<file path="src/rtl/id_ex_control.sv">
// Main-control decoder for the 32-bit MIPS subset plus the ID/EX control pipeline register.
// Handles flush/hold and keeps a saturating count of bubbles loaded into ID/EX.
module id_ex_control (
    input  logic        clk,
    input  logic        rst,
    input  logic [31:0] id_instr,
    input  logic        id_valid,
    input  logic        flush,
    input  logic        hold,
    output logic        id_jump,
    output logic        id_illegal,
    output logic        ex_valid,
    output logic [1:0]  ex_ALUOp,
    output logic [5:0]  ex_funct,
    output logic        ex_RegDst,
    output logic        ex_ALUSrc,
    output logic        ex_MemRead,
    output logic        ex_MemWrite,
    output logic        ex_MemtoReg,
    output logic        ex_RegWrite,
    output logic        ex_Branch,
    output logic        ex_BranchNe,
    output logic [4:0]  ex_rs,
    output logic [4:0]  ex_rt,
    output logic [4:0]  ex_rd,
    output logic [31:0] ex_imm,
    output logic        ex_illegal,
    output logic [15:0] bubble_count
);

    typedef struct packed {
        logic        valid;
        logic [1:0]  aluop;
        logic [5:0]  funct;
        logic        regdst;
        logic        alusrc;
        logic        memread;
        logic        memwrite;
        logic        memtoreg;
        logic        regwrite;
        logic        branch;
        logic        branchne;
        logic [4:0]  rs;
        logic [4:0]  rt;
        logic [4:0]  rd;
        logic [31:0] imm;
        logic        illegal;
    } ctrl_t;

    localparam logic [5:0] OP_RTYPE = 6'b000000;
    localparam logic [5:0] OP_LW    = 6'b100011;
    localparam logic [5:0] OP_SW    = 6'b101011;
    localparam logic [5:0] OP_BEQ   = 6'b000100;
    localparam logic [5:0] OP_BNE   = 6'b000101;
    localparam logic [5:0] OP_ADDI  = 6'b001000;
    localparam logic [5:0] OP_ANDI  = 6'b001100;
    localparam logic [5:0] OP_J     = 6'b000010;

    logic [5:0] opcode;
    logic       unsupported;
    logic       is_nop;
    logic       to_bubble;
    ctrl_t      dec;
    ctrl_t      nxt;
    ctrl_t      q;

    assign opcode = id_instr[31:26];
    assign is_nop = (id_instr == 32'h0000_0000);

    // NOTE: every signal written here gets a default first so no path leaves it unassigned (no latch).
    always_comb begin
        dec         = '0;
        unsupported = 1'b0;
        dec.valid   = 1'b1;
        dec.rs      = id_instr[25:21];
        dec.rt      = id_instr[20:16];
        dec.rd      = id_instr[15:11];
        dec.imm     = {{16{id_instr[15]}}, id_instr[15:0]};
        case (opcode)
            OP_RTYPE: begin
                dec.regdst   = 1'b1;
                dec.regwrite = 1'b1;
                dec.aluop    = 2'b10;
                dec.funct    = id_instr[5:0];
                case (id_instr[5:0])
                    6'b100000, 6'b100010, 6'b100100, 6'b100101, 6'b101010: ;
                    default: unsupported = 1'b1;
                endcase
            end
            OP_LW: begin
                dec.alusrc   = 1'b1;
                dec.memread  = 1'b1;
                dec.memtoreg = 1'b1;
                dec.regwrite = 1'b1;
            end
            OP_SW: begin
                dec.alusrc   = 1'b1;
                dec.memwrite = 1'b1;
            end
            OP_BEQ: begin
                dec.branch = 1'b1;
                dec.aluop  = 2'b01;
            end
            OP_BNE: begin
                dec.branch   = 1'b1;
                dec.branchne = 1'b1;
                dec.aluop    = 2'b01;
            end
            OP_ADDI: begin
                dec.alusrc   = 1'b1;
                dec.regwrite = 1'b1;
            end
            OP_ANDI: begin
                dec.alusrc   = 1'b1;
                dec.regwrite = 1'b1;
                dec.aluop    = 2'b11;
                dec.imm      = {16'h0000, id_instr[15:0]};
            end
            OP_J: ;
            default: unsupported = 1'b1;
        endcase
    end

    // The nop decodes as R-type funct 0 but is a deliberate bubble, not an illegal instruction.
    assign id_illegal = id_valid && unsupported && !is_nop;
    assign id_jump    = id_valid && (opcode == OP_J);
    assign to_bubble  = !id_valid || is_nop || unsupported;

    always_comb begin
        nxt = dec;
        if (to_bubble) begin
            nxt         = '0;
            nxt.illegal = id_illegal;
        end
    end

    function automatic logic [15:0] sat_inc(input logic [15:0] v);
        return (v == 16'hFFFF) ? v : v + 16'd1;
    endfunction

    // NOTE: sequential state uses non-blocking assignments so every register samples pre-edge values.
    always_ff @(posedge clk) begin
        if (rst) begin
            q            <= '0;
            bubble_count <= '0;
        end else if (flush) begin
            q            <= '0;
            bubble_count <= sat_inc(bubble_count);
        end else if (!hold) begin
            q <= nxt;
            if (to_bubble) bubble_count <= sat_inc(bubble_count);
        end
    end

    assign ex_valid    = q.valid;
    assign ex_ALUOp    = q.aluop;
    assign ex_funct    = q.funct;
    assign ex_RegDst   = q.regdst;
    assign ex_ALUSrc   = q.alusrc;
    assign ex_MemRead  = q.memread;
    assign ex_MemWrite = q.memwrite;
    assign ex_MemtoReg = q.memtoreg;
    assign ex_RegWrite = q.regwrite;
    assign ex_Branch   = q.branch;
    assign ex_BranchNe = q.branchne;
    assign ex_rs       = q.rs;
    assign ex_rt       = q.rt;
    assign ex_rd       = q.rd;
    assign ex_imm      = q.imm;
    assign ex_illegal  = q.illegal;

endmodule

</file>
<file path="config.mk">
export PLATFORM = sky130hd
export DESIGN_NAME = id_ex_control
export DESIGN_NICKNAME = d
export VERILOG_FILES = /design/src/rtl/id_ex_control.sv
export SDC_FILE = /design/constraint.sdc
export NUM_CORES = 1
export LEC_CHECK = 0
export CORE_MARGIN = 1
export CORE_UTILIZATION = 45
export CTS_CLUSTER_DIAMETER = 60
export DETAILED_ROUTE_END_ITERATION = 10
export PLACE_DENSITY = 0.92
export REMOVE_ABC_BUFFERS = 1
export SLEW_MARGIN = 20
export SYNTH_ARGS = -nofsm -noshare
export SYNTH_HDL_FRONTEND = slang
export SYNTH_SLANG_ARGS = --single-unit
</file>
<file path="constraint.sdc">
create_clock -name clk -period 3.9 [get_ports clk]
set_clock_uncertainty 0.05 [all_clocks]
set_input_delay 0.585 -clock clk [delete_from_list [all_inputs] [get_ports clk]]
set_output_delay 0.585 -clock clk [all_outputs]
set_load 0.02 [all_outputs]
</file>
Word level (Yosys, flattened, before mapping)
Cells that the tools add are included.
- $add $sub $neg: 1
- multipliers: 0
- shift operators: 0
- equality and inequality tests: 14
- bitwise operators: 0
- div/mod/pow operators: 0
- mux-type cells: 16
- reductions and logical operators: 17
- magnitude comparators: 0
- operators by type and width (cell ; count):
    $mux 65 ; 1
    $mux 16 ; 4
    $eq 6x6->1 const B ; 7
    $logic_not 32->1 ; 1
    $mux 32 ; 1
    $add 16x1->16 const B ; 1
    $eq 16x16->1 const B ; 1
    $eq 6x3->1 const B ; 2
    $eq 6x4->1 const B ; 2
    $reduce_or 4->1 ; 2
    $mux 1 ; 7
    $mux 7 ; 1
    $reduce_or 7->1 ; 1
    $eq 6x2->1 const B ; 1
    $logic_not 6->1 ; 1
    $pmux 2 s3 ; 1
    $reduce_or 5->1 ; 1
    $reduce_or 2->1 ; 2
    $logic_and 1x1->1 ; 3
    $logic_not 1->1 ; 2
    $logic_or 1x1->1 ; 2
    $ne 2x2->1 const B ; 1
    $pmux 1 s2 ; 1
    $reduce_and 2->1 ; 1
    $reduce_bool 2->1 ; 1
- memory bits (writable): 0
- bits in latches: 0
- bits in registers: 81
- word-level logic and storage cells: 65
- memories: 0
- memory bits (read-only): 0
- input bits: 37

Logic depth before layout (Yosys ltp)
- depth after elaboration: 8
- gate-level depth with buffers: 7
- depth with buffers taken out: 7

Worst setup path after synthesis
Ideal clock, no wire load.
- path kind: input to register
- start point: in id_instr[27]
- end point: reg bubble_count[11]
- slack: 1.511 ns
- cell stages on the path: 7
- buffers on the path: 1
- data arrival time: 2.269 ns
- library setup time: 0.070 ns
- data required time: 3.780 ns
- path through: or3_1 > a311o_1 > o2111ai_2 > a21oi_4 > buf_6 > or4b_1 > a21oi_1
- word-level cells in the longest chain between the ends: 6
- elaborated cells on any way between the ends: 15
- those cells by class: eq/ne (7); mux (1); reduce/logical (7)
- RTL lines (item ; RTL line ; source):
    from (decl) ; 6 ; input logic [31:0] id_instr,
    $eq 6x2->1 (tied with other cells) ; 79 ; case (opcode)
    $reduce_or 7->1 (no source line) ; n/a ;
    $pmux 1 s2 ; 79 ;
    $logic_or 1x1->1 * ; 127 ; assign to_bubble = !id_valid || is_nop || unsupported;
    $reduce_bool 2->1 (no source line) * ; n/a ;
    $reduce_and 2->1 (no source line) * ; n/a ;
    to (signal assigned) ; 148 ; bubble_count <= sat_inc(bubble_count);
    to (signal assigned) ; 151 ; if (to_bubble) bubble_count <= sat_inc(bubble_count);
    to (decl) ; 28 ; output logic [15:0] bubble_count
Mark *: on every way between the ends. The rest lies on a longest branch, timed or not.
A chain may end at the register's enable or synchronous reset.

Worst setup path in the final report
- start point: in id_instr[31]
- end point: out id_illegal
- word-level cells in the longest chain between the ends: 5
- elaborated cells on any way between the ends: 14
- those cells by class: eq/ne (7); mux (1); reduce/logical (6)
- RTL lines (item ; RTL line ; source):
    $eq 6x2->1 (tied with other cells) ; 79 ;
    $reduce_or 7->1 (no source line) ; n/a ;
    $pmux 1 s2 ; 79 ;
    $logic_and 1x1->1 ; 125 ; assign id_illegal = id_valid && unsupported && !is_nop;
    $logic_and 1x1->1 * ; 125 ;
    to (decl) ; 11 ; output logic id_illegal,
Marked as above.

==> metrics list <==
- After synthesis, the share of flip-flops with an asynchronous set or reset is 0%.
* Part of the power in registers: 52.2%
- Maximum ir drop on the vdd rail: 0.220 mV
- The clock period could shrink to 3.52 ns.
- In this run the tool buffered the top-level ports with 119 buffer cells.
* Die height: 80.4 um
* Antenna Nets Post-Route: 0
- Number of top-level pins: 120
* Distinct cell type count of the synthesized netlist: 43
* Number of DRC markers in iteration 0: 182
- CP max FO: 6
* Commonest cells after routing, fill and taps aside: 118 x clkdlybuf4s50_1, 60 x dfxtp_1, 41 x a21oi_1
* Total congestion overflow: 0
- The synthesized netlist devotes 16.2% of its cell area to compound gates.
* Number of instances in the synthesized netlist: 340
* Power Internal: 904 uW
* Number of DRC violations after detailed routing: 0
- Counting flops and latches in the post-synthesis netlist gives 60.
* Top_reg_cell synth: dfxtp_1
- Hold repair after CTS inserted 0 buffers.
- After synthesis, the largest family of logic cells by area is simple AND/OR/NAND/NOR gates.
- Adder-cell share of the synthesized area: 0.452%
- At the pin with the least slew margin, the transition time is 1.05 ns.
* Cell family with most CP delay: buffers and inverters
- Of the synthesized area, sequential elements account for 43.4%.
- The tree built by TritonCTS fans out to 60 sinks.
* Post-CTS setup buffers: 0
* Simple-gate share of the synthesized area: 27.4%
- Weighted congestion at the end of routability-driven global placement: 0.966
- Number of synthesized flops with an enable pin: 0
* H-tree depth reported by CTS: 3
* Data arrival time of the critical path: 2.89 ns
- The final layout contains 471 nets.
- Using the TritonRoute via totals, the vias-per-cell ratio works out to 5.66.
- Worst slew slack as a fraction of its limit: 29.0%
- Portion of total power attributed to the clock network: 36.3%
- Summed over all cells, the static leakage comes to 1.29 nW.
- Number of placement rows: 28
- The final critical path takes up 90.3% of the cycle.
* Crit path largest cell delay: 0.60 ns
- In this run the cell area measured after placement is 0.00384 sq mm.
- The worst setup path is captured at a primary output.
- Final hold analysis gives a worst-case slack of 0.411 ns.
- Most prevalent standard cell on the critical path: clkdlybuf4s50_1
- Metal-1 WL: 3.06 mm
- Largest buffer count on any clock path: 2
- The critical path is of the input pin to primary output type.
- Switching fraction of total power: 24.2%
* Total standard cell area after synthesis: 0.00277 sq mm
- The number of endpoints with negative hold slack in the final report came to 0.
- Leaving out fill and tap cells, the most frequent cell in the layout is clkdlybuf4s50_1.
- Total via count in the routed design: 2899
- Once the floorplan was initialized, standard cells occupied 46.7% of the core.
- TritonRoute pass-1 iters: 4
- For this run, the number of Yosys warnings is 0.
- Summed over all layers, the routed wires come to 7.82 mm.
- Crit path launch type: input pin
- The number of antenna violations at the first check in global routing came to 0.
* Insertion delay of the later-clocked pin in the worst-skew pair: 0.32 ns
- Resized cells post-CTS: 0
- Entering global routing, the biggest net connects 52 pins.
- In the final layout, the share of cells above drive strength 1 is 5.72%.
* Critical path buffer and inverter count: 2
- Combinational share of power: 11.4%
* Total power divided by cell area: 299 mW/mm^2
- TritonCTS built the clock tree.
* Total met3 wirelength after detailed routing: 731 um
* Per-instance average area after synthesis: 8.14 sq um
* Detailed-routed wire length on met2: 3.87 mm
* Final Max Tran Viols: 0
* Top layer in use: met4
* Max-capacitance violation count: 0
- The floorplan step set the die width to 80.4 um.
- Static timing analysis puts the maximum clock frequency at 0.284 GHz.
* Syn-to-layout area delta: 44.3%
- Buffers inserted during clock tree synthesis total 9.
- Global-route wire length before repair: 12.5 mm
- Setup total negative slack on the finished layout was measured at 0 ns.
- Of the total synthesized cell area, the portion taken by XOR and XNOR cells is 2.22%.
- The repair_antennas step left the layout with diodes totalling 0.
- Summed over all nets, the switching power comes to 289 uW.
- Fill cell total of the finished layout: 462
* Reg clk slew, reported paths: 0.06 ns
* Critical Path Slowest Stage Cell: clkdlybuf4s50_1
* Worst hold path type: flop to flop
* Die Footprint: 0.00646 sq mm
- Routed len/inst: 15.3 um
- The number of global-route vias before repair came to 2563.
- Setup violations remaining at the end of the flow were counted as 0.
* Tot GR Track Use: 25.3%
- The cell sitting at the root of the clock tree is a clkbuf_8.
- Cell area after layout: 0.00399 sq mm
- Result of the run: finished clean
- Half-perimeter wire length after detailed placement: 5.74 mm
- Measured against the total synthesized area, the mux share comes to 1.09%.
* Standard cell core area: 0.00592 sq mm
- The critical path goes through clkdlybuf4s50_1, or3_1, a311o_1, o21ai_0, o221a_2, clkdlybuf4s50_1.
- Unrepaired setup endpoints after global routing: no
- Data required, critical path: 3.26 ns
registers in the layout (all words and copies together) (netlist names):
signal        cells
bubble_count     16
ex_imm           13
ex_funct          6
ex_rs             5
ex_rt             5
ex_rd             4
ex_ALUOp          2
ex_ALUSrc         1
ex_Branch         1
ex_BranchNe       1
ex_MemRead        1
ex_MemWrite       1
ex_RegDst         1
ex_RegWrite       1
ex_illegal        1
ex_valid          1
final timing paths:
kind	startpoint	end	slack [ns]	cells after the start
max reg2reg	bubble_count[3]	bubble_count[9]	1.35	5
min	ex_imm[10]	ex_imm[10]	0.41	2
min reg2reg	ex_imm[10]	ex_imm[10]	0.41	2
max	id_instr[31]	id_illegal	0.38	6
metrics by stage:
| stage | instances | util [%] | setup slack, ns | power (mW) |
|---|---|---|---|---|
| floorplan | 298 | - | 0.923 | 0.685 |
| global placement | 497 | 64.9 | 0.480 | 0.769 |
| detailed placement | 497 | 64.9 | 0.417 | 0.772 |
| CTS | 512 | 67.4 | 0.410 | 1.20 |
| global route | 512 | 67.4 | 0.210 | 1.25 |
| finish | 512 | 67.4 | 0.378 | 1.19 |
cells in the mapped netlist (2+ instances only):
library cell | count | area, sq um
xor2_1 | 7 | 61.3
o21ai_0 | 4 | 20.0
or4b_1 | 2 | 20.0
o41ai_1 | 3 | 26.3
buf_4 | 21 | 158
nand4_1 | 7 | 43.8
dfxtp_1 | 60 | 1200
nand3_1 | 37 | 185
clkbuf_1 | 20 | 75.1
mux2i_1 | 3 | 30.0
a22oi_1 | 7 | 52.6
and3_1 | 5 | 31.3
or4_1 | 4 | 30.0
nand2b_1 | 4 | 25.0
a211oi_1 | 2 | 15.0
nor4_1 | 10 | 62.6
inv_1 | 3 | 11.3
nor2_1 | 32 | 120
a21oi_1 | 41 | 205
o31ai_1 | 3 | 22.5
nor3_1 | 5 | 25.0
or3_1 | 3 | 18.8
nand2_1 | 37 | 139
power by group through the flow:
stage / Combinational [mW] / Sequential (mW) / Clock (mW)
2_1_floorplan: 0.0413 / 0.644 / 0
3_3_place_gp: 0.133 / 0.636 / 0
3_5_place_dp: 0.135 / 0.637 / 0
4_1_cts: 0.136 / 0.623 / 0.445
5_1_grt: 0.146 / 0.624 / 0.477
6_report: 0.136 / 0.623 / 0.434
cell type report:
| class | count | area (sq um) | share of cell area (%) |
|---|---|---|---|
| Tap cell | 75 | 93.8 | 2.35 |
| Inverter | 3 | 11.3 | 0.282 |
| Multi-Input combinational cell | 235 | 1310 | 32.9 |
| Sequential cell | 60 | 1200 | 30.1 |
| Clock inverter | 3 | 15.0 | 0.376 |
| Timing Repair Buffer | 124 | 1220 | 30.6 |
| Clock buffer | 12 | 135 | 3.38 |
per-layer routing:
metal,GRT usage [%],up-vias
met5,0,-
li1,-,1393
met3,8.41,18
met2,44.0,152
met4,9.29,0
met1,28.4,1336
cells by family (layout without fill, tap and decap cells):
| logic type | count (synthesis) | in the layout |
|---|---|---|
| adder cells (fa/ha/maj) | 1 | 1 |
| XOR/XNOR | 7 | 7 |
| buffers and inverters | 45 | 142 |
| multiplexers | 3 | 3 |
| AND/OR/NAND/NOR | 153 | 153 |
| flip-flops | 60 | 60 |
| AO/OA/AOI/OAI | 71 | 71 |
tightest hold or removal path: stages (launching register included):
cell,delay (ns)
dfxtp_1,0.31
nand2_1,0.06
a21oi_1,0.05
Power figures use the tool's default switching activity.
